**src/rtl/cn_minsum_serial_if.sv**
```systemverilog
// Handshake bundle for the serial min-sum check node: variable-to-check input
// stream and check-to-variable output stream.
interface cn_minsum_serial_if #(
    parameter int W     = 16,
    parameter int IDX_W = 3
);
    logic [W-1:0]     vr_msg_in;
    logic             in_valid;
    logic             in_ready;
    logic [W-1:0]     cn_msg_out;
    logic [IDX_W-1:0] out_idx;
    logic             out_last;
    logic             out_valid;
    logic             out_ready;

    modport master (
        output vr_msg_in, in_valid, out_ready,
        input  in_ready, cn_msg_out, out_idx, out_last, out_valid
    );

    modport slave (
        input  vr_msg_in, in_valid, out_ready,
        output in_ready, cn_msg_out, out_idx, out_last, out_valid
    );
endinterface

```
**src/rtl/cn_minsum_serial.sv**
```systemverilog
// Serial offset min-sum check-node processor: collects DEG messages, tracks the
// two smallest magnitudes and the sign product, then streams DEG replies back.
module cn_minsum_serial #(
    parameter int INT    = 8,
    parameter int FRAC   = 8,
    parameter int DEG    = 6,
    parameter int OFFSET = 0
) (
    input  logic               clk,
    input  logic               rst_n,
    cn_minsum_serial_if.slave  bus
);
    localparam int W     = INT + FRAC;
    localparam int M     = W - 1;
    localparam int IDX_W = $clog2(DEG);

    localparam logic [M-1:0]     MAG_MAX  = {M{1'b1}};
    localparam logic [M-1:0]     OFS      = M'(OFFSET);
    localparam logic [IDX_W-1:0] LAST_IDX = IDX_W'(DEG - 1);

    typedef enum logic {COLLECT, EMIT} state_t;

    state_t           state_reg;
    logic [IDX_W-1:0] in_cnt_reg;
    logic [M-1:0]     min1_reg, min2_reg;
    logic [IDX_W-1:0] min1_idx_reg;
    logic             sign_acc_reg;
    logic [DEG-1:0]   sign_store_reg;
    logic             in_ready_reg;
    logic             out_valid_reg;
    logic [W-1:0]     out_msg_reg;
    logic [IDX_W-1:0] out_idx_reg;
    logic             out_last_reg;

    logic [W-1:0]     msg_neg;
    logic [M-1:0]     mag;
    logic [M-1:0]     min1_next, min2_next;
    logic [IDX_W-1:0] min1_idx_next;
    logic             sign_acc_next;
    logic [DEG-1:0]   sign_store_next;
    logic [IDX_W-1:0] out_idx_next;

    assign bus.in_ready   = in_ready_reg;
    assign bus.out_valid  = out_valid_reg;
    assign bus.cn_msg_out = out_msg_reg;
    assign bus.out_idx    = out_idx_reg;
    assign bus.out_last   = out_last_reg;

    // Magnitude of the incoming message; the most negative code saturates.
    always_comb begin
        msg_neg = ~bus.vr_msg_in + W'(1);
        if (bus.vr_msg_in[W-1] && (bus.vr_msg_in[M-1:0] == '0))
            mag = MAG_MAX;
        else if (bus.vr_msg_in[W-1])
            mag = msg_neg[M-1:0];
        else
            mag = bus.vr_msg_in[M-1:0];
    end

    // Strict less-than keeps the earliest index as min1 on a tie.
    always_comb begin
        min1_next     = min1_reg;
        min2_next     = min2_reg;
        min1_idx_next = min1_idx_reg;
        if (mag < min1_reg) begin
            min2_next     = min1_reg;
            min1_next     = mag;
            min1_idx_next = in_cnt_reg;
        end else if (mag < min2_reg) begin
            min2_next = mag;
        end
    end

    assign sign_acc_next = sign_acc_reg ^ bus.vr_msg_in[W-1];
    assign out_idx_next  = out_idx_reg + IDX_W'(1);

    generate
        for (genvar gi = 0; gi < DEG; gi++) begin : g_sign
            assign sign_store_next[gi] = (in_cnt_reg == IDX_W'(gi)) ? bus.vr_msg_in[W-1]
                                                                    : sign_store_reg[gi];
        end
    endgenerate

    function automatic logic [W-1:0] form_msg(
        input logic [IDX_W-1:0] j,
        input logic [M-1:0]     m1,
        input logic [M-1:0]     m2,
        input logic [IDX_W-1:0] m1_idx,
        input logic             s_acc,
        input logic [DEG-1:0]   s_store
    );
        logic [M-1:0] m;
        logic [W-1:0] v;
        m = (j == m1_idx) ? m2 : m1;
        m = (m > OFS) ? (m - OFS) : '0;
        v = {1'b0, m};
        if ((s_acc ^ s_store[j]) && (m != '0))
            v = ~v + W'(1);
        return v;
    endfunction

    always_ff @(posedge clk or negedge rst_n) begin
        if (!rst_n) begin
            state_reg      <= COLLECT;
            in_cnt_reg     <= '0;
            min1_reg       <= MAG_MAX;
            min2_reg       <= MAG_MAX;
            min1_idx_reg   <= '0;
            sign_acc_reg   <= 1'b0;
            sign_store_reg <= '0;
            in_ready_reg   <= 1'b1;
            out_valid_reg  <= 1'b0;
            out_msg_reg    <= '0;
            out_idx_reg    <= '0;
            out_last_reg   <= 1'b0;
        end else begin
            case (state_reg)
                COLLECT: begin
                    if (bus.in_valid) begin
                        min1_reg       <= min1_next;
                        min2_reg       <= min2_next;
                        min1_idx_reg   <= min1_idx_next;
                        sign_acc_reg   <= sign_acc_next;
                        sign_store_reg <= sign_store_next;
                        if (in_cnt_reg == LAST_IDX) begin
                            // First reply is formed from the just-updated statistics.
                            state_reg     <= EMIT;
                            in_cnt_reg    <= '0;
                            in_ready_reg  <= 1'b0;
                            out_valid_reg <= 1'b1;
                            out_idx_reg   <= '0;
                            out_last_reg  <= 1'b0;
                            out_msg_reg   <= form_msg('0, min1_next, min2_next, min1_idx_next,
                                                      sign_acc_next, sign_store_next);
                        end else begin
                            in_cnt_reg <= in_cnt_reg + IDX_W'(1);
                        end
                    end
                end
                EMIT: begin
                    if (bus.out_ready) begin
                        if (out_last_reg) begin
                            state_reg      <= COLLECT;
                            min1_reg       <= MAG_MAX;
                            min2_reg       <= MAG_MAX;
                            min1_idx_reg   <= '0;
                            sign_acc_reg   <= 1'b0;
                            sign_store_reg <= '0;
                            in_ready_reg   <= 1'b1;
                            out_valid_reg  <= 1'b0;
                            out_msg_reg    <= '0;
                            out_idx_reg    <= '0;
                            out_last_reg   <= 1'b0;
                        end else begin
                            out_idx_reg  <= out_idx_next;
                            out_last_reg <= (out_idx_next == LAST_IDX);
                            out_msg_reg  <= form_msg(out_idx_next, min1_reg, min2_reg, min1_idx_reg,
                                                     sign_acc_reg, sign_store_reg);
                        end
                    end
                end
            endcase
        end
    end
endmodule

```
**src/flat_wrapper.sv**
```systemverilog
// flat-port wrapper written by rule: the top's interface ports become plain ports
module cn_minsum_serial_flat 
#(
    parameter int INT    = 8,
    parameter int FRAC   = 8,
    parameter int DEG    = 6,
    parameter int OFFSET = 0
)
  (clk, rst_n, bus_vr_msg_in, bus_in_valid, bus_out_ready, bus_in_ready, bus_cn_msg_out, bus_out_idx, bus_out_last, bus_out_valid);
  cn_minsum_serial_if #(.W((16)), .IDX_W((3))) bus_i ();
  input  logic clk;
  input  logic rst_n;
  input wire logic [$bits(bus_i.vr_msg_in)-1:0] bus_vr_msg_in;
  input wire logic [$bits(bus_i.in_valid)-1:0] bus_in_valid;
  input wire logic [$bits(bus_i.out_ready)-1:0] bus_out_ready;
  output wire logic [$bits(bus_i.in_ready)-1:0] bus_in_ready;
  output wire logic [$bits(bus_i.cn_msg_out)-1:0] bus_cn_msg_out;
  output wire logic [$bits(bus_i.out_idx)-1:0] bus_out_idx;
  output wire logic [$bits(bus_i.out_last)-1:0] bus_out_last;
  output wire logic [$bits(bus_i.out_valid)-1:0] bus_out_valid;
  assign bus_i.vr_msg_in = bus_vr_msg_in;
  assign bus_i.in_valid = bus_in_valid;
  assign bus_i.out_ready = bus_out_ready;
  assign bus_in_ready = bus_i.in_ready;
  assign bus_cn_msg_out = bus_i.cn_msg_out;
  assign bus_out_idx = bus_i.out_idx;
  assign bus_out_last = bus_i.out_last;
  assign bus_out_valid = bus_i.out_valid;
  cn_minsum_serial #(.INT(INT), .FRAC(FRAC), .DEG(DEG), .OFFSET(OFFSET)) u_core (.clk(clk), .rst_n(rst_n), .bus(bus_i));
endmodule
```
**config.mk**
```make
export PLATFORM = sky130hd
export DESIGN_NAME = cn_minsum_serial_flat
export DESIGN_NICKNAME = d
export VERILOG_FILES = /design/src/rtl/cn_minsum_serial_if.sv /design/src/rtl/cn_minsum_serial.sv /design/src/flat_wrapper.sv
export SDC_FILE = /design/constraint.sdc
export NUM_CORES = 1
export LEC_CHECK = 0
export CAP_MARGIN = 20
export CORE_ASPECT_RATIO = 1.4
export CORE_MARGIN = 1
export CORE_UTILIZATION = 45
export CTS_BUF_LIST = sky130_fd_sc_hd__clkbuf_8
export DETAILED_ROUTE_END_ITERATION = 10
export GPL_TIMING_DRIVEN = 0
export SYNTH_ARGS = -nofsm -noshare
export SYNTH_HDL_FRONTEND = slang
export SYNTH_SLANG_ARGS = --single-unit
```
**constraint.sdc**
```tcl
create_clock -name clk -period 7.9 [get_ports clk]
set_input_delay 1.185 -clock clk [delete_from_list [all_inputs] [get_ports clk]]
set_output_delay 1.185 -clock clk [all_outputs]
set_load 0.005 [all_outputs]
```
# After elaboration in Yosys (flattened, before gate mapping)
# Cells that the tools add are included.
[classes] add_sub_neg=5 mux=65 bitwise_logic=7 magnitude_cmp=5 reduce_logical=16 eq_ne=15
[ops] cell="$mux W15" n=13
[ops] cell="$mux W16" n=6
[ops] cell="$pmux W15 S2" n=2
[ops] cell="$add A16 B1 Y16 const B" n=2
[ops] cell="$not A15 Y16" n=2
[ops] cell="$pmux W16 S2" n=1
[ops] cell="$gt A15 B1 Y1 const B" n=2
[ops] cell="$lt A15 B15 Y1" n=2
[ops] cell="$reduce_bool A15 Y1" n=2
[ops] cell="$mux W3" n=9
[ops] cell="$mux W1" n=22
[ops] cell="$reduce_and A4 Y1" n=5
[ops] cell="$mux W6" n=3
[ops] cell="$add A15 B1 Y15 const B" n=1
[ops] cell="$logic_not A15 Y1" n=1
[ops] cell="$not A15 Y15" n=1
[ops] cell="$pmux W3 S2" n=2
[ops] cell="$pmux W6 S2" n=1
[ops] cell="$ne A2 B1 Y1 const B" n=5
[ops] cell="$pmux W1 S2" n=5
[ops] cell="$eq A3 B3 Y1 const B" n=3
[ops] cell="$add A3 B1 Y3 const B" n=2
[ops] cell="$eq A3 B2 Y1 const B" n=2
[ops] cell="$logic_not A3 Y1" n=2
[ops] cell="other kinds (10)" n=17
[totals] out_inout_bits=22 input_bits=20 regBits=66

# Logic depth before layout (Yosys ltp)
# Gate-level depths: netlist of run 1.
[depth] ltp_word=16 ltp_mapped=22 ltp_nobuf=20

# Least setup slack after synthesis of run 1
# Ideal clock, no wire load.
[synth_path] kind="input-to-reg" start="input port bus_vr_msg_in[0]" end="register u_core.out_msg_reg[5], in the netlist u_core.bus.cn_msg_out[5]" stages=21 setup_ns=0.126 arrival_time_ns=6.342 path_buffers=2 path_slack_ns=1.431 required_time_ns=7.774 path_cell_list="inv_1 -> ha_1 -> or3b_1 -> buf_2 -> or3_4 -> nor2_1 -> nor3_1 -> a21oi_1 -> ha_1 -> and3_1 -> a221o_1 -> a21oi_1 -> o211ai_1 -> and3_1 -> clkbuf_1 -> a222oi_1 -> nand4_2 -> or4_4 -> nand3_1 -> o21ai_1 -> a221o_1"
[synth_via] elab_chain_cells=16 elab_cells_between_ends=24
[synth_lines] item="start: declaration" line_no="flat_wrapper.sv:13" source="input wire logic [$bits(bus_i.vr_msg_in)-1:0] bus_vr_msg_in;"
[synth_lines] item="$not A15 Y15" line_no="cn_minsum_serial.sv:51" source="msg_neg = ~bus.vr_msg_in + W'(1);"
[synth_lines] item="$add A15 B1 Y15" line_no="cn_minsum_serial.sv:51"
[synth_lines] item="$mux W15" line_no="cn_minsum_serial.sv:54" source="else if (bus.vr_msg_in[W-1])"
[synth_lines] item="$mux W15 (*)" line_no="cn_minsum_serial.sv:52" source="if (bus.vr_msg_in[W-1] && (bus.vr_msg_in[M-1:0] == '0))"
[synth_lines] item="$lt A15 B15 Y1 (on tied branches)" line_no="cn_minsum_serial.sv:65, cn_minsum_serial.sv:69"
[synth_lines] item="$mux W3 or $mux W15 (tied branches)" line_no="cn_minsum_serial.sv:65, cn_minsum_serial.sv:69"
[synth_lines] item="$logic_not A3 Y1 or $mux W15 (tied branches)" line_no="cn_minsum_serial.sv:94, cn_minsum_serial.sv:65"
[synth_lines] item="$mux W15 (*)" line_no="cn_minsum_serial.sv:94" source="m = (j == m1_idx) ? m2 : m1;"
[synth_lines] item="$gt A15 B1 Y1" line_no="cn_minsum_serial.sv:95" source="m = (m > OFS) ? (m - OFS) : '0;"
[synth_lines] item="$mux W15 (*)" line_no="cn_minsum_serial.sv:95"
[synth_lines] item="$not A15 Y16 or $reduce_bool A15 Y1 (tied branches)" line_no="cn_minsum_serial.sv:98, cn_minsum_serial.sv:97"
[synth_lines] item="$add A16 B1 Y16 or $logic_and A1 B1 Y1 (tied branches)" line_no="cn_minsum_serial.sv:98, cn_minsum_serial.sv:97"
[synth_lines] item="$mux W16 (*)" line_no="cn_minsum_serial.sv:97" source="if ((s_acc ^ s_store[j]) && (m != '0))"
[synth_lines] item="$mux W16 (*)" line_no="cn_minsum_serial.sv:125" source="if (in_cnt_reg == LAST_IDX) begin"
[synth_lines] item="$mux W16 (*)" line_no="cn_minsum_serial.sv:119" source="if (bus.in_valid) begin"
[synth_lines] item="$pmux W16 S2 (*)" line_no="cn_minsum_serial.sv:117" source="case (state_reg)"
[synth_lines] item="end signal: assignment" line_no="cn_minsum_serial.sv:133" source="out_msg_reg <= form_msg('0, min1_next, min2_next, min1_idx_next,"
[synth_lines] item="end signal: assignment" line_no="cn_minsum_serial.sv:157" source="out_msg_reg <= form_msg(out_idx_next, min1_reg, min2_reg, min1_idx_reg,"
[synth_lines] item="end: declaration" line_no="cn_minsum_serial.sv:31" source="logic [W-1:0] out_msg_reg;"
# Every way passes the cells marked *; elsewhere a longest branch is shown, timed or not. The select of a mux whose other input is x is not followed.
# A chain may end at the register's enable or synchronous reset.

# Worst setup path after layout of run 1
# Same ends and word-level chain as after synthesis.

==> impl_metrics.toml, run 1 <==
[run_status]
outcome = "finished, final reports clean"

[timing]
slew_headroom_pct = 23.0
skew_ns = 0.00945
finalHoldViolCount = 0
worst_hold_slack_ns = 0.483
setup-violations-final = 0
grt_setup_unrepaired = "false"
worstMarginPinSlew_ns = 1.15
fin_crit_ns = 7.51
fin_crit_sh_pct = 95.0
drv_slew = 0
fmax_mhz = 133

[floorplanning]
io_pins = 42
die-width_um = 96.2
die_area_mm2 = 0.0129
die_y_um = 134
coreArea_mm2 = 0.0119
start_util_pct = 46.8
fp-row-count = 47

[global_routing]
grt_pass1_vias = 5703
antenna_found_initial = 0
overflow = 0
grt_usage_pct = 32.2
grt_pass1_wl_um = 30600
grt_max_degree = 67

[setup_path]
critPathSlowestCell = "a221oi_1"
path_class = "in2reg"
required_ns = 8.15
path_cells = "clkdlybuf4s50_1 -> inv_1 -> ha_1 -> or3b_1 -> buf_2 -> or3_4 -> nor2_1 -> nor3_1 -> a21oi_1 -> ha_1 -> and3_1 -> a221oi_1 -> nor2b_1 -> a2111o_2 -> mux2i_2 -> a221oi_1 -> nand3_1 -> or4_4 -> nand3_1 -> o21ai_1 -> a221o_1"
startpoint_type = "primary input"
endpoint_kind = "flop"
critPathMaxFanout = 9
max_stage_delay_ns = 0.69
crit_arrival_ns = 7.75

[synthesis]
synth-seq-cells = 66
syn_area_mm2 = 0.00559
synth_commonest_cells = "71 x nand2_1, 66 x nor2_1, 65 x a21oi_1, 60 x o21ai_0, 42 x inv_1"
synth_area_per_cell_um2 = 8.01
yosysTopAreaCell = "dfrtp_1"
synth_cell_types = 68
yosysWarnings = 0
synth_nets = 752
yosys-top-cells-area = "dfrtp_1 16%, dfstp_2 15%, ha_1 7.6%"
ys.flop_type = "dfrtp_1"
synth_edf_count = 0
yosysMostFrequentCell = "nand2_1"
syn_inst = 698
synth_top_area_share_pct = 15.7
yosysSeqAreaShare_pct = 30.2
async_flop_share_pct = 100

[place]
gp_congestion = 0.967
portBuffers = 41
place_inst = 887
dp.final_hpwl_um = 15500

[clock_network]
cts_inserted_buffers = 9
clk_pin_slew_ns = 0.08
h-tree-depth = 3
postCtsHoldBufs = 0
clk-insertion-delay-late_ns = 0.36
cts_sinks = 66
clockRootBuffer = "clkbuf_8"
cts_tree = "done"
clk_path_buf_depth = 2

[drt]
vias = 5761
avgViaCountPerCell = 6.33
drcViolationCount = 0
wl_um = 19600
antenna_left = 0
first_iter_violations = 374
dr.pass1.iters = 5
wl_per_cell_um = 21.5

[layout]
antenna_cells = 0
area_growth_syn_to_layout_pct = 16.5
drive_above_1_share_pct = 10.5
finish.utilization_pct = 54.6
nets = 812
largest_reg_flops = 16
final_cell_count_no_fill = 910
fill_cells = 1177

[pwr]
total_power_mw = 3.33
vdd_drop_max_v = 0.000194
cellPowerDensity_mw_per_mm2 = 511
p_leak_nw = 2.78

[job]
max_cap_viol_count = 0

[worst_hold_path]
hold_class = "reg2reg"
## cells by family after synthesis
group | after synthesis | share of synthesized area [%]
compound gates | 226 | 26.0
buf+inv | 72 | 4.88
fa+ha+maj | 34 | 7.61
simple gates | 234 | 19.7
flops | 66 | 30.2
mux | 24 | 4.75
xor+xnor | 42 | 6.83
## report_power, final
part	leakage [nW]	internal (mW)	total, mW	switching, mW
clock	0.113	0.209	0.358	0.149
sequential	0.756	0.534	0.697	0.163
combinational	1.91	0.904	2.27	1.37
total	2.78	1.65	3.33	1.68
## critical path: cells and delay by family
family	cells	cell delay, ns
mux	1	0.29
fa+ha+maj	2	0.54
simple gates	9	2.59
buf+inv	3	0.78
compound gates	6	2.38
## layout make-up
| type | instances | area [um^2] | share of cell area (%) |
|---|---|---|---|
| multi-input cells | 560 | 3650 | 56.1 |
| flip-flops and latches | 66 | 1690 | 26.0 |
| repair buffers | 49 | 472 | 7.24 |
| well taps | 147 | 184 | 2.82 |
| inverters | 42 | 158 | 2.42 |
| clock buffers | 9 | 124 | 1.90 |
| clock inverters | 7 | 118 | 1.81 |
| plain buffers | 30 | 115 | 1.77 |
## layer usage
metal | GRT usage, % | wire, um
met5 | 0 | 0
met4 | 17.5 | 963
met3 | 5.39 | 1060
met2 | 55.6 | 9950
met1 | 36.9 | 7610
## repair_timing
item,in CTS,in global routing
buffers inserted,4,3
pin swaps,2,2
setup endpoints to repair,2,10
resized for setup,0,5
## cells in the final DEF (no fill, tap or decap), types with 5 or more instances in the layout
cell	n
a21o_1	5
mux2i_1	13
a22oi_1	15
o21ai_0	60
and2_1	5
nor2_1	66
dfrtp_1	35
nor4_1	6
inv_1	42
a211oi_1	7
dfstp_2	31
clkbuf_1	25
mux2_2	7
and3_1	6
or3_1	12
xor2_1	15
a21oi_1	65
a31oi_1	11
o31ai_1	10
nand3_1	17
nand2_1	71
buf_4	8
ha_1	34
nor3_1	25
clkdlybuf4s50_1	40
a222oi_1	7
clkbuf_8	9
xnor2_1	26
## metrics by stage
step | TNS [ns] | setup slack, ns | cell area (um^2)
after floorplan | 0 | 1.43 | 5590
after global placement | -4.50 | -0.596 | 6180
after detailed placement | -2.68 | -0.452 | 6190
after CTS | 0 | 0.0745 | 6460
after global routing | 0 | 0.0518 | 6510
final | 0 | 0.395 | 6510
## final timing paths
check / from / to / slack [ns] / depth (start not counted)
setup / recovery: bus_vr_msg_in[0] / u_core.bus.cn_msg_out[5] / 0.39 / 21
hold / removal: u_core.bus.cn_msg_out[8] / u_core.bus.cn_msg_out[8] / 0.48 / 2
setup reg to reg: u_core.bus.out_idx[0] / u_core.bus.cn_msg_out[5] / 2.93 / 16
hold reg to reg: u_core.bus.cn_msg_out[8] / u_core.bus.cn_msg_out[8] / 0.48 / 2
max in group asynchronous: rst_n / u_core.bus.cn_msg_out[15] / 6.42 / 1
min in group asynchronous: rst_n / u_core.bus.out_valid / 0.93 / 1
(Power assumes the default switching activity.)
==> run 2, diff against run 1 <==
CORE_MARGIN = 2   (was 1)
PLACE_DENSITY = 0.66   (was default)
clock period = 6.2 ns   (was 7.9 ns; I/O delays follow)
==> impl_metrics.toml, run 2 (synthesized netlist as in run 1, its figures left out) <==
[setup_path]
endpoint_kind = "flop"
crit_arrival_ns = 6.28
startpoint_type = "primary input"
required_ns = 6.43
r2r-start = "u_core.bus.out_idx[0]"
crit_cells = 20
path_cells = "clkdlybuf4s50_1 -> or3_1 -> o41a_1 -> a211oi_1 -> a21oi_2 -> ha_1 -> and4_4 -> nand3_4 -> nor3_2 -> a2111o_2 -> buf_2 -> nand2_2 -> o221ai_4 -> ha_4 -> nand4_4 -> buf_4 -> nor4_4 -> nor3_1 -> a32oi_1 -> o21ai_0"
r2r_cells = 16
critPathSlowestCell = "clkdlybuf4s50_1"
path_class = "in2reg"
critPathMaxFanout = 10
r2r_end = "u_core.bus.cn_msg_out[11]"
critical_path_buf_inv_count = 3
rrSetupSlack_ns = 1.37
cp_top_family = "compound AO/OA/AOI/OAI gates"
max_stage_delay_ns = 0.54

[worst_hold_path]
min_from = "u_core.bus.cn_msg_out[8]"
min_path_cells = 2
hold_path_end = "u_core.bus.cn_msg_out[8]"
hold_class = "reg2reg"

[floorplanning]
fp-row-count = 48
die_y_um = 136
start_util_pct = 45.6
coreArea_mm2 = 0.0123
io_pins = 42
die_area_mm2 = 0.0133
die-width_um = 98.2

[place]
dp.final_hpwl_um = 15400
pre_cts_slack_ns = -1.73
portBuffers = 41
gp_congestion = 0.990

[global_routing]
grt_max_degree = 67
grt_pass1_wl_um = 30800
grt_pass1_vias = 5832
overflow = 0
antenna_found_initial = 0
grt_usage_pct = 29.9

[drt]
antenna_left = 0
first_iter_violations = 423
drcViolationCount = 0
vias = 5884
avgViaCountPerCell = 6.27
dr.pass1.iters = 7
wl_per_cell_um = 21.5
wl_um = 20200

[timing]
fin_crit_sh_pct = 97.5
fin_crit_ns = 6.04
fmax_mhz = 165
slew_headroom_pct = 30.4
setup_ws_ns = 0.156
finalHoldViolCount = 0
worstMarginPinSlew_ns = 1.04
setup_tns_ns = 0
skew_ns = 0.0159
setup-violations-final = 0
drv_slew = 0

[clock_network]
clockRootBuffer = "clkbuf_8"
clk_path_buf_depth = 2
cts_sinks = 66
cts_inserted_buffers = 9
clk-insertion-delay-late_ns = 0.38
cts_tree = "done"
clk_pin_slew_ns = 0.08
h-tree-depth = 3

[layout]
multi_input_area_mm2 = 0.00393
antenna_cells = 0
final_common_cell = "nand2_1"
drive_above_1_share_pct = 18.3
fill_cells = 1150
final_cell_mix = "67 x nand2_1, 64 x nor2_1, 62 x a21oi_1"
largest_reg_flops = 16
area_growth_syn_to_layout_pct = 24.1
register_area_mm2 = 0.00169
nets = 837

[pwr]
cellPowerDensity_mw_per_mm2 = 642
p_leak_nw = 2.97
vdd_drop_max_v = 0.000205

[run_status]
outcome = "finished, final reports clean"

[job]
max_cap_viol_count = 0
## run 2: changes by cell type in the layout (fill, tap and decap cells not counted), moves of 3 or more
cell and change:
dlymetal6s2s_1 +3, a21oi_1 -3, bufinv_16 -3, nand2_1 -4, clkbuf_1 -5, clkbuf_2 +3, a21oi_2 +3, o221ai_4 +4
nand2_2 +4, clkdlybuf4s50_1 -4, buf_4 +25
## run 2: worst max-delay path by stage
stage	end	slack (ns)	start
after floorplan	u_core.bus.cn_msg_out[5]	0.06	bus_vr_msg_in[0]
after global placement	u_core.bus.cn_msg_out[3]	-1.98	bus_vr_msg_in[0]
after detailed placement	u_core.bus.cn_msg_out[3]	-1.73	bus_vr_msg_in[0]
after CTS	u_core.bus.cn_msg_out[5]	0.02	bus_vr_msg_in[1]
after global routing	u_core.bus.cn_msg_out[5]	-0.004	bus_vr_msg_in[4]
final	u_core.bus.cn_msg_out[3]	0.16	bus_vr_msg_in[10]
## run 2: area by class of cell
cell class,count,share of cell area (%)
clock buffer,9,1.79
clock inverter,7,0.757
buffer,28,1.70
sequential,66,24.4
timing repair buffer,76,9.77
tap,150,2.71
multi-input combinational,560,56.6
inverter,42,2.27
## run 2: repair_timing
action	CTS	global route
setup buffers	25	8
endpoints found under the hold margin	0	0
hold buffers	0	0
gates cloned	0	0
pin swaps	12	14
setup endpoints to repair	24	11
resized for setup	40	27
## run 2: power by group
part	leakage [nW]	switching (mW)	total [mW]	internal, mW
sequential	0.756	0.222	0.903	0.681
combinational	2.13	1.86	3.21	1.35
clock	0.0900	0.197	0.345	0.148
total	2.97	2.28	4.45	2.18
## run 2: per-stage QoR
step / hold WS, ns / cells / util, % / total power, mW / cell area (um^2)
after floorplan: 0.465 / 698 / - / 2.77 / 5600
after global placement: 0.468 / 889 / 50.6 / 3.57 / 6200
after detailed placement: 0.470 / 890 / 50.7 / 3.62 / 6210
after CTS: 0.487 / 930 / 55.2 / 4.27 / 6760
after global routing: 0.520 / 938 / 56.6 / 4.74 / 6940
final: 0.478 / 938 / 56.6 / 4.45 / 6940
## run 2: worst reg2reg max path: cells and delay by family (launching register included)
family,cells,cell delay (ns)
flip-flops,1,0.50
adder cells (fa/ha/maj),2,0.53
buffers and inverters,3,1.31
AND/OR/NAND/NOR,4,0.82
AO/OA/AOI/OAI,4,0.61
XOR/XNOR,2,0.60
multiplexers,1,0.35
## run 2: metal layers
metal | global-route usage [%] | part of all wire [%]
met3 | 5.24 | 5.6
met2 | 54.2 | 51
met4 | 15.8 | 5.0
met1 | 33.2 | 38
met5 | 0 | 0
==> run 3, diff against run 2 <==
GPL_TIMING_DRIVEN = default   (was 0)
PLACE_DENSITY = default   (was 0.66)
clock period = 7.1 ns   (was 6.2 ns; I/O delays follow)
==> impl_metrics.toml, run 3 (synthesized netlist as in run 1, its figures left out) <==
[run_status]
outcome = "finished, final reports clean"

[setup_path]
crit_arrival_ns = 6.98
endpoint_kind = "flop"
required_ns = 7.34
path_class = "in2reg"
startpoint_type = "primary input"
critPathMaxFanout = 22

[drt]
avgViaCountPerCell = 6.33
vias = 5747
first_iter_violations = 473
wl_per_cell_um = 21.7
dr.pass1.iters = 7
drcViolationCount = 0
antenna_left = 0
wl_um = 19700

[global_routing]
gr-usage-met3_pct = 3.70
grt_max_degree = 67
antenna_found_initial = 0
busiest_layer = "met2"
grt_pass1_vias = 5748
met2_usage_pct = 55.2
grt_usage_pct = 29.7
grtUsageMet1_pct = 34.4
overflow = 0
grt_pass1_wl_um = 30900

[layout]
finish.utilization_pct = 53.3
nets = 807
stdcell_area_mm2 = 0.00653
final_cell_mix = "71 x nand2_1, 66 x nor2_1, 65 x a21oi_1"
largest_reg_flops = 16
final_common_cell = "nand2_1"
area_growth_syn_to_layout_pct = 16.8
final_cell_count_no_fill = 908
antenna_cells = 0
drive_above_1_share_pct = 13.6

[clock_network]
post_cts_buffers = 0
cts_tree = "done"
clk_pin_slew_ns = 0.07
cts_inserted_buffers = 9
clk-insertion-delay-late_ns = 0.36
clockRootBuffer = "clkbuf_8"
cts_sinks = 66
clk_path_buf_depth = 2
h-tree-depth = 3

[floorplanning]
die_y_um = 136
coreArea_mm2 = 0.0123
io_pins = 42
fp-row-count = 48
die_area_mm2 = 0.0133
die-width_um = 98.2
start_util_pct = 45.6

[timing]
fin_crit_sh_pct = 95.0
fmax_mhz = 148
setup-violations-final = 0
fin_crit_ns = 6.75
drv_slew = 0
finalHoldViolCount = 0
worstMarginPinSlew_ns = 0.966
grt_setup_unrepaired = "false"
slew_headroom_pct = 35.1
setup_ws_ns = 0.354
skew_ns = 0.0183

[place]
pre_cts_slack_ns = -0.102
place_inst = 892
dp.final_hpwl_um = 15500
portBuffers = 41
gp_congestion = 0.923
placed_area_mm2 = 0.00633

[job]
max_cap_viol_count = 0

[pwr]
vdd_drop_max_v = 0.000214
p_leak_nw = 2.84
cellPowerDensity_mw_per_mm2 = 557

[worst_hold_path]
hold_class = "reg2reg"
==> run 3: cell types whose count changed in the layout (fill, tap and decap cells not counted), moves of 3 or more <==
cell,change
a21oi_1,+3
a21oi_2,-3
buf_1,-3
clkbuf_1,-20
clkbuf_2,-3
clkdlybuf4s50_1,+4
dlymetal6s2s_1,-3
nand2_1,+4
nand2_2,-4
o221ai_2,+3
o221ai_4,-4
==> run 3: worst max-delay path: stages <==
cell	delay (ns)
clkdlybuf4s50_1	0.46
inv_1	0.14
ha_1	0.18
or3b_1	0.46
or3_4	0.46
nor2_1	0.22
nor3_1	0.08
a21oi_1	0.23
ha_1	0.29
and3_1	0.20
a221oi_1	0.28
nor2b_1	0.10
a2111o_2	0.52
buf_4	0.24
and3_1	0.27
a222oi_1	0.37
nand4_1	0.28
or4_4	0.61
nand3_1	0.10
o21ai_1	0.07
a221o_1	0.32
==> run 3: stage by stage <==
step	power (mW)	setup TNS (ns)	hold slack, ns
floorplan	2.42	0	0.465
detailed placement	3.29	-0.319	0.477
global route	3.92	0	0.521
global placement	3.26	0	0.469
finish	3.64	0	0.490
CTS	3.59	0	0.494
==> run 3: final timing paths <==
path	to	depth (start not counted)	slack (ns)	start
worst min register to register	u_core.bus.cn_msg_out[8]	2	0.49	u_core.bus.cn_msg_out[8]
worst max-delay path	u_core.bus.cn_msg_out[5]	21	0.35	bus_vr_msg_in[0]
worst min-delay path	u_core.bus.cn_msg_out[8]	2	0.49	u_core.bus.cn_msg_out[8]
max in group asynchronous	u_core.bus.cn_msg_out[11]	2	5.63	rst_n
worst max register to register	u_core.bus.cn_msg_out[5]	14	2.57	u_core.min1_reg[6]
min in group asynchronous	u_core.bus.out_valid	2	0.89	rst_n
==> run 3: routing by layer <==
| metal | vias to the layer above | wire [um] |
|---|---|---|
| li1 | 2680 | - |
| met1 | 2790 | 7740 |
| met2 | 229 | 10200 |
| met3 | 48 | 1060 |
| met4 | 0 | 717 |
| met5 | - | 0 |
==> run 3: final cells by class <==
cell class / instances / area (um^2)
clock buffer: 9 / 124
clock inverter: 7 / 46.3
fill: 1208 / 5720
inverter: 42 / 158
multi-input combinational: 560 / 3660
sequential: 66 / 1690
tap: 150 / 188
timing repair buffer: 74 / 666
==> run 3: power by group <==
part,internal [mW],total (mW),switching (mW)
clock,0.126,0.292,0.166
combinational,1.06,2.54,1.48
sequential,0.595,0.805,0.211
==> run 3: repair_timing <==
action                                  4_1_cts  5_1_grt
endpoints found under the setup margin        0        5
resized for setup                             0        5
hold buffers                                  0        0
